===== config.mk =====
export PLATFORM = sky130hd
export DESIGN_NAME = if_id_stage_reg_flat
export DESIGN_NICKNAME = d
export VERILOG_FILES = /design/src/rtl/if_id_pkg.sv /design/src/rtl/if_id_stage_reg_if.sv /design/src/rtl/pipe_skid_buf.sv /design/src/rtl/if_id_stage_reg.sv /design/src/flat_wrapper.sv
export SDC_FILE = /design/constraint.sdc
export NUM_CORES = 1
export LEC_CHECK = 0
export CAP_MARGIN = 20
export CORE_MARGIN = 10
export CORE_UTILIZATION = 49
export CTS_CLUSTER_DIAMETER = 80
export DETAILED_ROUTE_END_ITERATION = 12
export PLACE_DENSITY = 0.87
export SKIP_LAST_GASP = 1
export SLEW_MARGIN = 20
export SYNTH_ARGS = -nofsm -noshare
export SYNTH_HDL_FRONTEND = slang
export SYNTH_SLANG_ARGS = --single-unit
export TNS_END_PERCENT = 100

===== constraint.sdc =====
create_clock -name clk -period 1.7 [get_ports clk]
set_clock_uncertainty 0.15 [all_clocks]
set_input_delay 0.425 -clock clk [delete_from_list [all_inputs] [get_ports clk]]
set_output_delay 0.425 -clock clk [all_outputs]
set_load 0.05 [all_outputs]

===== src/rtl/if_id_pkg.sv =====
// Shared IF/ID definitions: default payload widths, the canonical NOP bubble
// and the packed beat type used by fetch/decode and their benches.
package if_id_pkg;

  localparam int INSTR_W = 32;
  localparam int PC_W    = 32;

  // addi x0,x0,0
  localparam logic [31:0] NOP_INSTR = 32'h0000_0013;

  typedef struct packed {
    logic [INSTR_W-1:0] instr;
    logic [PC_W-1:0]    pc;
  } if_id_beat_t;

  function automatic if_id_beat_t bubble();
    if_id_beat_t b;
    b.instr = NOP_INSTR;
    b.pc    = '0;
    return b;
  endfunction

endpackage


===== src/rtl/if_id_stage_reg_if.sv =====
// Valid/ready beat channel carrying an instruction and its PC.
// The master drives the beat; the slave answers with ready.
interface if_id_stage_reg_if #(
  parameter int INSTR_W = 32,
  parameter int PC_W    = 32
);

  logic               valid;
  logic               ready;
  logic [INSTR_W-1:0] instr;
  logic [PC_W-1:0]    pc;

  modport master (output valid, output instr, output pc, input ready);
  modport slave  (input valid, input instr, input pc, output ready);

endinterface


===== src/rtl/pipe_skid_buf.sv =====
// Generic valid/ready pipeline register on a packed payload, either as a
// two-entry skid (registered in_ready) or a single entry (combinational in_ready).
module pipe_skid_buf #(
  parameter int           W    = 64,
  parameter bit           SKID = 1'b1,
  parameter logic [W-1:0] IDLE = '0
) (
  input  logic         clk,
  input  logic         resetn,
  input  logic         clear,
  input  logic         in_valid,
  output logic         in_ready,
  input  logic [W-1:0] in_data,
  output logic         out_valid,
  input  logic         out_ready,
  output logic [W-1:0] out_data
);

  logic         main_valid;
  logic [W-1:0] main_data;
  logic         fire_in;
  logic         fire_out;

  assign fire_out  = main_valid & out_ready;
  assign fire_in   = in_valid & in_ready & ~clear;
  assign out_valid = main_valid;
  assign out_data  = main_data;

  generate
    if (SKID) begin : g_skid
      logic         skid_valid;
      logic [W-1:0] skid_data;
      logic         ready_q;
      logic         main_valid_nxt;
      logic [W-1:0] main_data_nxt;
      logic         skid_valid_nxt;
      logic [W-1:0] skid_data_nxt;

      // The skid only fills while main stalls, and always drains into main first,
      // so ready can be a plain register of "skid will be empty".
      always_comb begin
        main_valid_nxt = main_valid;
        main_data_nxt  = main_data;
        skid_valid_nxt = skid_valid;
        skid_data_nxt  = skid_data;
        if (clear) begin
          main_valid_nxt = 1'b0;
          main_data_nxt  = IDLE;
          skid_valid_nxt = 1'b0;
        end else if (!main_valid || fire_out) begin
          if (skid_valid) begin
            main_valid_nxt = 1'b1;
            main_data_nxt  = skid_data;
            skid_valid_nxt = 1'b0;
          end else if (fire_in) begin
            main_valid_nxt = 1'b1;
            main_data_nxt  = in_data;
          end else begin
            main_valid_nxt = 1'b0;
            main_data_nxt  = IDLE;
          end
        end else if (fire_in) begin
          skid_valid_nxt = 1'b1;
          skid_data_nxt  = in_data;
        end
      end

      always_ff @(posedge clk) begin
        if (!resetn) begin
          main_valid <= 1'b0;
          main_data  <= IDLE;
          skid_valid <= 1'b0;
          skid_data  <= IDLE;
          ready_q    <= 1'b1;
        end else begin
          main_valid <= main_valid_nxt;
          main_data  <= main_data_nxt;
          skid_valid <= skid_valid_nxt;
          skid_data  <= skid_data_nxt;
          ready_q    <= ~skid_valid_nxt;
        end
      end

      assign in_ready = ready_q;
    end else begin : g_single
      assign in_ready = out_ready | ~main_valid;

      always_ff @(posedge clk) begin
        if (!resetn || clear) begin
          main_valid <= 1'b0;
          main_data  <= IDLE;
        end else if (fire_in) begin
          main_valid <= 1'b1;
          main_data  <= in_data;
        end else if (fire_out) begin
          main_valid <= 1'b0;
          main_data  <= IDLE;
        end
      end
    end
  endgenerate

endmodule


===== src/rtl/if_id_stage_reg.sv =====
// IF/ID stage register: valid/ready handshake between fetch and decode with an
// optional skid, and a flush that squashes everything into a NOP bubble.
module if_id_stage_reg #(
  parameter int                 INSTR_W   = if_id_pkg::INSTR_W,
  parameter int                 PC_W      = if_id_pkg::PC_W,
  parameter logic [INSTR_W-1:0] NOP_INSTR = INSTR_W'(if_id_pkg::NOP_INSTR),
  parameter bit                 SKID      = 1'b1
) (
  input  logic               clk,
  input  logic               resetn,
  input  logic               flush,
  if_id_stage_reg_if.slave   up,
  if_id_stage_reg_if.master  dn
);

  localparam int           W    = INSTR_W + PC_W;
  // Empty entries hold the bubble so decode sees NOP/0 straight from flops.
  localparam logic [W-1:0] IDLE = {NOP_INSTR, {PC_W{1'b0}}};

  logic [W-1:0] out_data;

  pipe_skid_buf #(
    .W    (W),
    .SKID (SKID),
    .IDLE (IDLE)
  ) u_buf (
    .clk       (clk),
    .resetn    (resetn),
    .clear     (flush),
    .in_valid  (up.valid),
    .in_ready  (up.ready),
    .in_data   ({up.instr, up.pc}),
    .out_valid (dn.valid),
    .out_ready (dn.ready),
    .out_data  (out_data)
  );

  assign dn.instr = out_data[W-1:PC_W];
  assign dn.pc    = out_data[PC_W-1:0];

endmodule


===== src/flat_wrapper.sv =====
// flat-port wrapper written by rule: the top's interface ports become plain ports
module if_id_stage_reg_flat 
#(
  parameter int                 INSTR_W   = if_id_pkg::INSTR_W,
  parameter int                 PC_W      = if_id_pkg::PC_W,
  parameter logic [INSTR_W-1:0] NOP_INSTR = INSTR_W'(if_id_pkg::NOP_INSTR),
  parameter bit                 SKID      = 1'b1
)
  (clk, resetn, flush, up_valid, up_instr, up_pc, up_ready, dn_valid, dn_instr, dn_pc, dn_ready);
  if_id_stage_reg_if #(.INSTR_W(INSTR_W), .PC_W(PC_W)) up_i ();
  if_id_stage_reg_if #(.INSTR_W(INSTR_W), .PC_W(PC_W)) dn_i ();
  input  logic clk;
  input  logic resetn;
  input  logic flush;
  input wire logic [$bits(up_i.valid)-1:0] up_valid;
  input wire logic [$bits(up_i.instr)-1:0] up_instr;
  input wire logic [$bits(up_i.pc)-1:0] up_pc;
  output wire logic [$bits(up_i.ready)-1:0] up_ready;
  output wire logic [$bits(dn_i.valid)-1:0] dn_valid;
  output wire logic [$bits(dn_i.instr)-1:0] dn_instr;
  output wire logic [$bits(dn_i.pc)-1:0] dn_pc;
  input wire logic [$bits(dn_i.ready)-1:0] dn_ready;
  assign up_i.valid = up_valid;
  assign up_i.instr = up_instr;
  assign up_i.pc = up_pc;
  assign up_ready = up_i.ready;
  assign dn_valid = dn_i.valid;
  assign dn_instr = dn_i.instr;
  assign dn_pc = dn_i.pc;
  assign dn_i.ready = dn_ready;
  if_id_stage_reg #(.INSTR_W(INSTR_W), .PC_W(PC_W), .NOP_INSTR(NOP_INSTR), .SKID(SKID)) u_core (.clk(clk), .resetn(resetn), .flush(flush), .up(up_i), .dn(dn_i));
endmodule

## After elaboration in Yosys (flattened, before gate mapping)

Index checks and enable logic that the tools add are counted.

- Register bits after elaboration: 131
- Input port bits: 69
- Logic and storage cells: 23

- Muxes and demuxes: 7
- Bitwise logic cells: 7
- Reductions and logical operators: 4

Operators with widths:

| operator | count |
|---|---|
| 64-bit 2-to-1 mux | 2 |
| 1-bit 2-to-1 mux | 5 |
| 1-bit inverter | 4 |
| 1-bit AND | 3 |
| 3-bit AND reduction | 1 |
| 2-bit OR reduction | 1 |
| 1-bit logical NOT | 1 |
| 1-bit logical OR | 1 |

## Logic depth before layout (Yosys ltp)

Gate-level depths: netlist of the first run.

- Word-level depth: 6
- Gate-level depth with buffers: 5
- Depth with buffers taken out: 3

## Worst setup path before layout of the first run

OpenSTA, ideal clock, no wires.

- Kind: reg2reg
- From: reg u_core.u_buf.main_valid (netlist: u_core.u_buf.out_valid)
- To: reg u_core.u_buf.g_skid.skid_data[0]
- Arrival time: 1.534 ns
- Required time: 1.478 ns
- Slack: -0.055 ns
- Cell stages (with the launch flop): 6
- Path buffers: 2
- Period minus slack after synthesis: 1.755 ns
- Path through: dfxtp_1 -> nand2b_4 -> buf_2 -> nor2_4 -> buf_6 -> mux2i_1

- Cells in the longest elaborated chain, start to end: 4
- Elaborated cells on any way between the ends: 5

Ends and longest elaborated chain:

| item | line | text |
|---|---|---|
| start, declared | pipe_skid_buf.sv:19 | `logic main_valid;` |
| start signal, assigned | pipe_skid_buf.sv:76 | `main_valid <= main_valid_nxt;` |
| 1-bit AND / 1-bit logical NOT (equally long branches) | pipe_skid_buf.sv:24, pipe_skid_buf.sv:50 |  |
| 1-bit logical OR (*) | pipe_skid_buf.sv:50 | `end else if (!main_valid \|\| fire_out) begin` |
| 1-bit inverter (no line) (*) | n/a |  |
| 3-bit AND reduction (no line) (*) | n/a |  |
| end signal, assigned | pipe_skid_buf.sv:79 | `skid_data <= skid_data_nxt;` |
| end, declared | pipe_skid_buf.sv:32 | `logic [W-1:0] skid_data;` |

Mark *: on every way between the ends. The rest lies on a longest branch, timed or not.
A chain may end at the register's enable or synchronous reset.

## Worst setup path after layout of the first run

- From: reg u_core.u_buf.main_data[57] (netlist: u_core.u_buf.out_data[57])
- To: out dn_instr[25]

RTL lines:

| item | line | text |
|---|---|---|
| start, declared | pipe_skid_buf.sv:20 | `logic [W-1:0] main_data;` |
| start signal, assigned | pipe_skid_buf.sv:77 | `main_data <= main_data_nxt;` |
| end, declared | flat_wrapper.sv:20 | `output wire logic [$bits(dn_i.instr)-1:0] dn_instr;` |

No word-level cell between the ends.

==> results of run 1 <==
metrics by stage:
step	TNS (ps)	hold slack, ps	setup slack, ps	total power, mW
after floorplan	0	284	126	3.47
after global placement	-34320	291	-332	3.80
after detailed placement	-44150	301	-417	3.82
after CTS	0	162	7.49	7.40
after global routing	0	190	1.77	7.56
final	0	178	36.9	7.35
state kept, by name (all words and copies together), names as in the netlist:
name                            flops
u_core.u_buf.g_skid.skid_data      64
u_core.u_buf.g_skid.skid_valid      1
u_core.u_buf.in_ready               1
u_core.u_buf.out_data              64
u_core.u_buf.out_valid              1
per-layer routing:
metal / GRT usage (%) / share of wire (%) / vias up
li1: - / - / 2050
met1: 20.3 / 40 / 2113
met2: 33.1 / 53 / 116
met3: 6.43 / 5.6 / 17
met4: 6.64 / 1.6 / 0
met5: 0 / 0 / -
cell usage in the layout, fill, tap and decap left out, types with 2 or more instances in the layout:
master / netlist / final
clkbuf_1: 11 / 4
o2bb2ai_2: 9 / 9
o311ai_0: 3 / 3
clkbuf_16: 0 / 16
o22a_1: 3 / 3
nor2_4: 2 / 2
dfxtp_1: 131 / 122
inv_1: 4 / 4
clkdlybuf4s50_1: 0 / 67
dfxtp_2: 0 / 8
nand2_1: 125 / 125
buf_12: 0 / 72
buf_4: 3 / 12
o2bb2ai_1: 52 / 52
bufinv_16: 0 / 2
clkbuf_8: 0 / 8
o21ai_0: 7 / 7
mux2i_1: 122 / 122
nor2_1: 2 / 2
timing repair:
action | in CTS | in global routing
hold buffers | 0 | 0
setup endpoints to repair | 0 | 6
resized for setup | 0 | 6
hold endpoints to repair | 0 | 0
setup buffers | 0 | 0
worst max path at each step:
stage / end / cells past startpoint
CTS: dn_instr[22] / 1
finish: dn_instr[25] / 1
global route: dn_instr[17] / 1
global placement: u_core.u_buf.out_data[28] / 5
detailed placement: u_core.u_buf.out_data[31] / 5
floorplan: u_core.u_buf.g_skid.skid_data[0] / 5
power by group through the flow:
stage          Sequential, mW  Clock, mW  Combinational (mW)
3_5_place_dp             3.21          0               0.613
2_1_floorplan            3.28          0               0.184
3_3_place_gp             3.21          0               0.591
4_1_cts                  3.14       3.64               0.617
6_report                 3.14       3.59               0.612
5_1_grt                  3.15       3.76               0.654
logic make-up (layout without fill, tap and decap cells):
kind of cell	after synthesis	in the layout
DFF	131	131
muxes	122	122
AOI/OAI and AO/OA	76	76
and+or+nand+nor	134	134
buffers and inverters	45	186
area by class of cell:
| class | count | area, um2 | area share (%) |
|---|---|---|---|
| Clock buffer | 28 | 526 | 6.49 |
| Inverter | 4 | 15.0 | 0.186 |
| Timing Repair Buffer | 151 | 2200 | 27.2 |
| Sequential cell | 131 | 2640 | 32.6 |
| Tap cell | 140 | 175 | 2.16 |
| Clock inverter | 3 | 65.1 | 0.804 |
| Multi-Input combinational cell | 332 | 2470 | 30.6 |
worst min-delay path, delay by kind of cell:
kind / cells / cell delay [ps]
AOI/OAI and AO/OA: 1 / 60
buffers and inverters: 1 / 140
and+or+nand+nor: 1 / 160
==> reports/results.txt, run 1 <==
fill cell count: 694
crit share post-route: 97.8%
fmax: 601 MHz
Slew Viols, Final: 0
Worst R2R Start: u_core.u_buf.in_ready
post-synth cell types: 23
Ant. Diodes: 0
min Tclk post-route: 1660 ps
non-filler instance count after layout: 789
worst reg2reg path endpoint: u_core.u_buf.out_data[60]
Initial DRT Pass Iterations: 4
CTS tree: done
Clock power frac: 48.9%
Hold Path Cell Cnt: 3
cts bufs inserted: 17
design area: 0.00809 mm2
initial DRC count: 277
dpl cell area: 0.00749 mm2
nets: 706
relative slew slack: 72.6%
via total after detailed routing: 4296
Die ar.: 0.0156 mm2
# rows: 38
WL final: 14600 um
Mapped Nets: 577
Final HPWL DP: 10400 um
crit-path max FO: 2
IO Pins: 135
syn avg cell area: 10.6 um2
Layout area overhead: 50.2%
Switching Fraction: 21.3%
largest net degree at the start of global routing: 100
die height: 125 um
Main synth FF type: dfxtp_1
Compound-Gate Fraction of Synth Area: 13.2%
Sequential Power Share: 42.8%
CP startpoint kind: register
LEAKAGE: 2.86 nW
maximum clock path buffer count: 2
Crit Path Class: reg -> out
Internal: 5.78 mW
#FFs+latches synth: 131
total global routing overflow: 0
post-synthesis simple-gate area fraction: 10.1%
Seq/Total Area, Yosys: 48.7%
GR Util All Layers: 18.8%
slowest CP cell: dfxtp_1
Routed Antenna Nets: 0
clk_lat worst skew: 510 ps
unrepaired setup endpoints after global routing: no
CP required: 1120 ps
Post-Synth XOR/XNOR Area: 0%
HP Start: resetn
Post-Synthesis Cells: 508
Setup crit start: u_core.u_buf.out_data[57]
IO buf count: 134
Hold/Removal Path Class: in -> reg
CTS root buf: clkbuf_8
Min-Delay Endpoint: u_core.u_buf.out_valid
initial antenna violation count: 0
CP cell instances: buf_12
die width: 125 um
Hold Vio Cnt, Final: 0
Ys Warns: 0
largest family of logic cells by synthesized area: multiplexers
RePlAce Congestion: 0.774
number of flops mapped to enable cells by yosys: 0
Synth top cells by count: 131 x dfxtp_1, 125 x nand2_1, 122 x mux2i_1
crit-path leading delay family: flip-flops
Worst-Margin Slew: 412 ps
top-count cell post-synth: dfxtp_1
top cells by area, synth: dfxtp_1 49%, mux2i_1 23%, nand2_1 8.7%, o2bb2ai_1 8.5%, o2bb2ai_2 2.5%
H-tree depth: 4
outcome: finished clean
Final setup viols: 0
share of post-route cells with drive strength above 1: 20.8%
post-synth top area share: 48.7%
initial core utilization: 49.9%
crit end category: output pin
Max IR drop VDD: 0.000642 V
Syn Std Cell Area: 0.00539 mm2
Max Cap Viol: 0
crit path DAT: 1090 ps
number of buffers and inverters on the critical path: 1
number of global-route vias before repair: 4591
Synth area leader: dfxtp_1
multiplexer area fraction after synthesis: 22.7%
fraction of registers with async set/reset: 0%
Critical Path Max Stage Delay: 420 ps
power per cell area: 908 mW/mm2
Reg clk slew, reported paths: 60 ps
flop2flop setup slack: 240 ps
Post-Synth Adder-Cell Area: 0%
Sw Pwr: 1.57 mW
core area: 0.0108 mm2
Num Clock Sinks: 131
DRC: 0
first-pass GRT wire length: 24000 um
Routed WL per cell: 18.5 um
placed insts: 758
R2R depth: 4
fin util: 75.0%
Gate power share: 8.3%
vias per std cell: 5.44
Power figures use the tool's default switching activity.
==> run 2: changes to the inputs <==
Settings changed: ABC_AREA set to 1, CORE_MARGIN 10 to unset, CORE_UTILIZATION 49 to 50.
==> run 2 against run 1 <==
Final area is 3.9% higher. Largest power group unchanged. Register-to-register slack gained 20 ps. Non-clock buffer count rose by 7. Sequential share of layout area down 1.3 points. Critical path depth unchanged. Clock power decreased by 6.1%. Count of clock-buffer cells in the layout shrank 10. Cell count is 39% higher. Critical path type unchanged. Largest cell class unchanged.
==> reports/results.txt, run 2 <==
outcome: finished clean
Synth top cells by count: 192 x nand2_1, 152 x nor2_1, 131 x dfxtp_1
Hold/Removal Path Class: in -> reg
top-count cell post-synth: nand2_1
Worst R2R Start: u_core.u_buf.out_valid
fraction of registers with async set/reset: 0% (unchanged)
number of flops mapped to enable cells by yosys: 0 (unchanged)
Crit Path Class: reg -> out
CTS root buf: clkbuf_8
crit path DAT: 1100 ps (about the same)
maximum clock path buffer count: 2 (unchanged)
number of global-route vias before repair: 5435 (+18%)
slowest CP cell: dfxtp_1
Setup crit start: u_core.u_buf.out_data[12]
most frequent cells in the layout: 192 x nand2_1, 152 x nor2_1, 128 x dfxtp_1
dpl cell area: 0.00786 mm2 (+4.9%)
Layout area overhead: 50.0% (about the same)
WL final: 15200 um (+3.6%)
H-tree depth: 4 (unchanged)
min Tclk post-route: 1670 ps (+10.2 ps)
largest net degree at the start of global routing: 65 (-35%)
unrepaired setup endpoints after global routing: no
Setup TNS: 0 ps (unchanged)
#FFs+latches synth: 131 (unchanged)
CTS tree: done
number of buffers and inverters on the critical path: 1 (unchanged)
share of post-route cells with drive strength above 1: 14.4% (-6.4 points)
core area: 0.0109 mm2 (+0.88%)
Ys Warns: 0 (unchanged)
clk_lat worst skew: 510 ps (about the same)
Ant. Diodes: 0 (unchanged)
Critical Path Max Stage Delay: 420 ps (about the same)
Die ar.: 0.0116 mm2 (-25%)
total global routing overflow: 0 (unchanged)
CP required: 1120 ps (about the same)
Mapped Nets: 891 (+54%)
nets: 1012 (+43%)
Seq/Total Area, Yosys: 46.8% (-1.9 points)
first-pass GRT wire length: 25200 um (+5.0%)
post-synth top area share: 46.8% (-1.9 points)
Final HPWL DP: 9870 um (-5.2%)
commonest non-fill, non-tap cell in the layout: nand2_1
crit-path max FO: 2 (unchanged)
CP endpoint: dn_pc[12]
# rows: 38 (unchanged)
IO buf count: 134 (unchanged)
Reg clk slew, reported paths: 60 ps (about the same)
Final setup viols: 0 (unchanged)
non-filler instance count after layout: 1096 (+39%)
Routed Antenna Nets: 0 (unchanged)
Worst path depth: 1 (unchanged)
crit end category: output pin
flop2flop setup slack: 260 ps (+20 ps)
worst reg2reg path endpoint: u_core.u_buf.g_skid.skid_data[60]
cts bufs inserted: 17 (unchanged)
initial DRC count: 285 (+2.9%)
DRC: 0 (unchanged)
vias per std cell: 5.17 (-5.1%)
fill cell count: 724 (+4.3%)
syn avg cell area: 6.82 um2 (-36%)
Worst-Margin Slew: 323 ps (-88.8 ps)
crit-path leading delay family: flip-flops
RePlAce Congestion: 0.818 (+5.8%)
top cells by area, synth: dfxtp_1 47%, nand2_1 13%, nor2_1 10%, nand3_1 6.9%, o21ai_0 5.2%
Max IR drop VDD: 0.000735 V (+14%)
via total after detailed routing: 5665 (+32%)
Synth area leader: dfxtp_1
design area: 0.00841 mm2 (+3.9%)
initial antenna violation count: 0 (unchanged)
power per cell area: 868 mW/mm2 (-4.4%)
Num Clock Sinks: 131 (unchanged)
LEAKAGE: 3.56 nW (+25%)
# hold bufs at CTS: 0 (unchanged)
CP cell instances: buf_12
Initial DRT Pass Iterations: 5 (+1)
crit share post-route: 98.4% (+0.60 points)
die width: 108 um (-14%)
IO Pins: 135 (unchanged)
Post-Synthesis Cells: 822 (+62%)
Main synth FF type: dfxtp_1
relative slew slack: 78.5% (+5.9 points)
post-synth cell types: 19 (-17%)
Hold Vio Cnt, Final: 0 (unchanged)
CP startpoint kind: register
GR Util All Layers: 27.6% (+8.9 points)
initial core utilization: 51.5% (+1.6 points)
placed insts: 1064 (+40%)
Syn Std Cell Area: 0.00561 mm2 (+4.0%)
Routed WL per cell: 13.8 um (-25%)
Max Cap Viol: 0 (unchanged)
R2R depth: 6 (+2)
die height: 108 um (-14%)
fmax: 598 MHz (-0.61%)
fin util: 77.2% (+2.3 points)
Slew Viols, Final: 0 (unchanged)
Tot Pwr: 7.30 mW (-0.64%)
run 2: per-layer routing:
| layer | vias up | GRT usage [%] | wire length, um |
|---|---|---|---|
| met5 | - | 0 | 0 |
| met4 | 0 | 10.8 | 305 |
| met3 | 27 | 5.33 | 1010 |
| met2 | 242 | 48.2 | 7600 |
| met1 | 2581 | 33.2 | 6240 |
| li1 | 2815 | - | - |
run 2: logic make-up (layout without fill, tap and decap cells):
kind of cell | after synthesis | in the layout | share of synthesized area (%)
and+or+nand+nor | 431 | 431 | 31.5
DFF | 131 | 131 | 46.8
buffers and inverters | 127 | 261 | 9.89
AOI/OAI and AO/OA | 133 | 133 | 11.9
run 2: timing repair:
item                       in CTS  in global routing
buffers inserted                0                  0
resized for setup               1                  1
setup endpoints to repair       1                  1
run 2: worst min-delay path by stage:
stage,from,end,slack [ps],cells after the start
6_report,resetn,u_core.u_buf.g_skid.skid_data[33],220,3
5_1_grt,resetn,u_core.u_buf.g_skid.skid_data[33],240,3
4_1_cts,resetn,u_core.u_buf.g_skid.skid_data[33],230,3
3_5_place_dp,u_core.u_buf.g_skid.skid_data[54],u_core.u_buf.g_skid.skid_data[54],320,2
3_3_place_gp,u_core.u_buf.g_skid.skid_data[32],u_core.u_buf.g_skid.skid_data[32],300,2
2_1_floorplan,u_core.u_buf.g_skid.skid_data[32],u_core.u_buf.g_skid.skid_data[32],290,2
run 2: cell type report:
cell class,instances,area (um2),area share [%]
well taps,140,175,2.08
repair buffers,158,2350,28.0
flip-flops and latches,131,2630,31.3
inverters,71,267,3.17
multi-input cells,564,2440,29.0
clock buffers,18,418,4.97
clock inverters,14,131,1.56
run 2: report_power, final:
part	switching, mW	internal [mW]
Clock	1.42	1.95
Combinational	0.397	0.378
Sequential	0.0424	3.11
Total	1.86	5.44
run 2: through the flow:
step | hold WS [ps] | setup slack, ps
detailed placement | 321 | -242
global route | 240 | 0.996
global placement | 302 | -182
floorplan | 292 | 42.5
CTS | 225 | 12.3
finish | 216 | 26.7
==> run 3: changes to the inputs <==
--- a/constraint.sdc
+++ b/constraint.sdc
@@ -4,2 +4,2 @@
 set_output_delay 0.425 -clock clk [all_outputs]
-set_load 0.05 [all_outputs]
+set_load 0.1 [all_outputs]
==> run 3 against run 2 <==
Cell count fell by 0.18%. Die area did not move. Final area rose by 1.0%.
==> reports/results.txt, run 3 (same netlist as run 2, synthesis figures left out) <==
outcome: finished clean
Routed Antenna Nets: 0 (unchanged)
Worst-Margin Slew: 299 ps (-24.0 ps)
Reg clk slew, reported paths: 60 ps (about the same)
hold_ws: 235 ps (+19.0 ps)
WL final: 15500 um (+2.0%)
Initial DRT Pass Iterations: 5 (unchanged)
IO Pins: 135 (unchanged)
H-tree depth: 4 (unchanged)
Critical Path Max Stage Delay: 390 ps (-30 ps)
Max Cap Viol: 0 (unchanged)
most frequent cells in the layout: 192 x nand2_1, 152 x nor2_1, 108 x dfxtp_1
clk_lat worst skew: 510 ps (about the same)
first-pass GRT wire length: 25200 um (about the same)
largest net degree at the start of global routing: 65 (unchanged)
crit path DAT: 1100 ps (about the same)
Hold Vio Cnt, Final: 0 (unchanged)
DRC: 0 (unchanged)
die width: 108 um (unchanged)
initial DRC count: 277 (-2.8%)
fmax: 599 MHz (+0.15%)
total global routing overflow: 0 (unchanged)
Hold/Removal Path Class: in -> reg
crit-path max FO: 2 (unchanged)
# rows: 38 (unchanged)
Die ar.: 0.0116 mm2 (unchanged)
Num Clock Sinks: 131 (unchanged)
Final setup viols: 0 (unchanged)
GR Util All Layers: 27.5% (-0.089 points)
initial antenna violation count: 0 (unchanged)
CP required: 1120 ps (about the same)
commonest non-fill, non-tap cell in the layout: nand2_1
crit-path leading delay family: flip-flops
CTS tree: done
# hold bufs at CTS: 0 (unchanged)
Crit Path Class: reg -> out
CP cell instances: buf_12
nets: 1010 (-0.20%)
unrepaired setup endpoints after global routing: no
maximum clock path buffer count: 2 (unchanged)
number of global-route vias before repair: 5454 (+0.35%)
Tot Pwr: 7.97 mW (+9.2%)
# Post-CTS Setup Buffers: 0 (unchanged)
RePlAce Congestion: 0.787 (-3.9%)
via total after detailed routing: 5717 (+0.92%)
Max IR drop VDD: 0.000597 V (-19%)
CTS root buf: clkbuf_8
post-cts resize count: 5 (+4)
slowest CP cell: dfxtp_1
Layout area overhead: 51.6%
crit share post-route: 98.3% (-0.15 points)
IO buf count: 134 (unchanged)
power per cell area: 938 mW/mm2 (+8.1%)
fin util: 78.0% (+0.79 points)
core area: 0.0109 mm2 (unchanged)
LEAKAGE: 3.61 nW (+1.3%)
initial core utilization: 51.5% (unchanged)
crit end category: output pin
min Tclk post-route: 1670 ps (-2.58 ps)
Routed WL per cell: 14.1 um (+2.2%)
Slew Viols, Final: 0 (unchanged)
vias per std cell: 5.23 (+1.1%)
Ant. Diodes: 0 (unchanged)
relative slew slack: 79.9% (+1.4 points)
number of buffers and inverters on the critical path: 1 (unchanged)
CP startpoint kind: register
share of post-route cells with drive strength above 1: 16.2% (+1.8 points)
cts bufs inserted: 17 (unchanged)
die height: 108 um (unchanged)
Final HPWL DP: 9720 um (-1.6%)
==> run 3: cell types whose count changed in the layout (fill, tap and decap cells not counted) <==
cell and change:
buf_4 -1, clkbuf_8 +1, dfxtp_1 -20, dfxtp_2 +20, clkbuf_1 +1, inv_4 +1, clkinv_2 -1, buf_12 -1
clkinvlp_4 -2, inv_6 -2, bufinv_16 +4, clkinv_4 -2
==> run 3: per-stage QoR <==
step | cells | instance area [um2] | TNS, ps | worst slack, ps
4_1_cts | 1094 | 8480 | 0 | 1.02
6_report | 1094 | 8500 | 0 | 29.3
2_1_floorplan | 822 | 5610 | 0 | 22.1
3_5_place_dp | 1062 | 7830 | -25420 | -260
3_3_place_gp | 1062 | 7830 | -21430 | -194
5_1_grt | 1094 | 8500 | 0 | 0.0345
==> run 3: where the power goes <==
part	total, mW	switching (mW)	internal [mW]
clock	3.92	1.34	2.58
sequential	3.16	0.0419	3.12
combinational	0.892	0.517	0.375
total	7.97	1.90	6.07
==> run 3: routing by layer <==
| layer | vias up | part of all wire, % | global-route usage [%] |
|---|---|---|---|
| met2 | 244 | 49 | 47.5 |
| li1 | 2822 | - | - |
| met1 | 2620 | 41 | 32.5 |
| met4 | 0 | 1.9 | 11.1 |
| met3 | 31 | 7.3 | 6.90 |
| met5 | - | 0 | 0 |
==> run 3: cell type report <==
cell class / instances / area, um2
clock inverter: 12 / 203
inverter: 71 / 267
sequential: 131 / 2650
fill: 700 / 2390
timing repair buffer: 156 / 2320
multi-input combinational: 564 / 2440
tap: 140 / 175
clock buffer: 20 / 435
==> run 3: worst paths after layout <==
| path | start | to | slack (ps) | cells past startpoint |
|---|---|---|---|---|
| setup / recovery | u_core.u_buf.out_data[12] | dn_pc[12] | 30 | 1 |
| setup reg to reg | u_core.u_buf.out_valid | u_core.u_buf.g_skid.skid_data[47] | 200 | 6 |
| hold reg to reg | u_core.u_buf.g_skid.skid_data[33] | u_core.u_buf.g_skid.skid_data[33] | 320 | 2 |
| hold / removal | resetn | u_core.u_buf.g_skid.skid_data[36] | 240 | 3 |
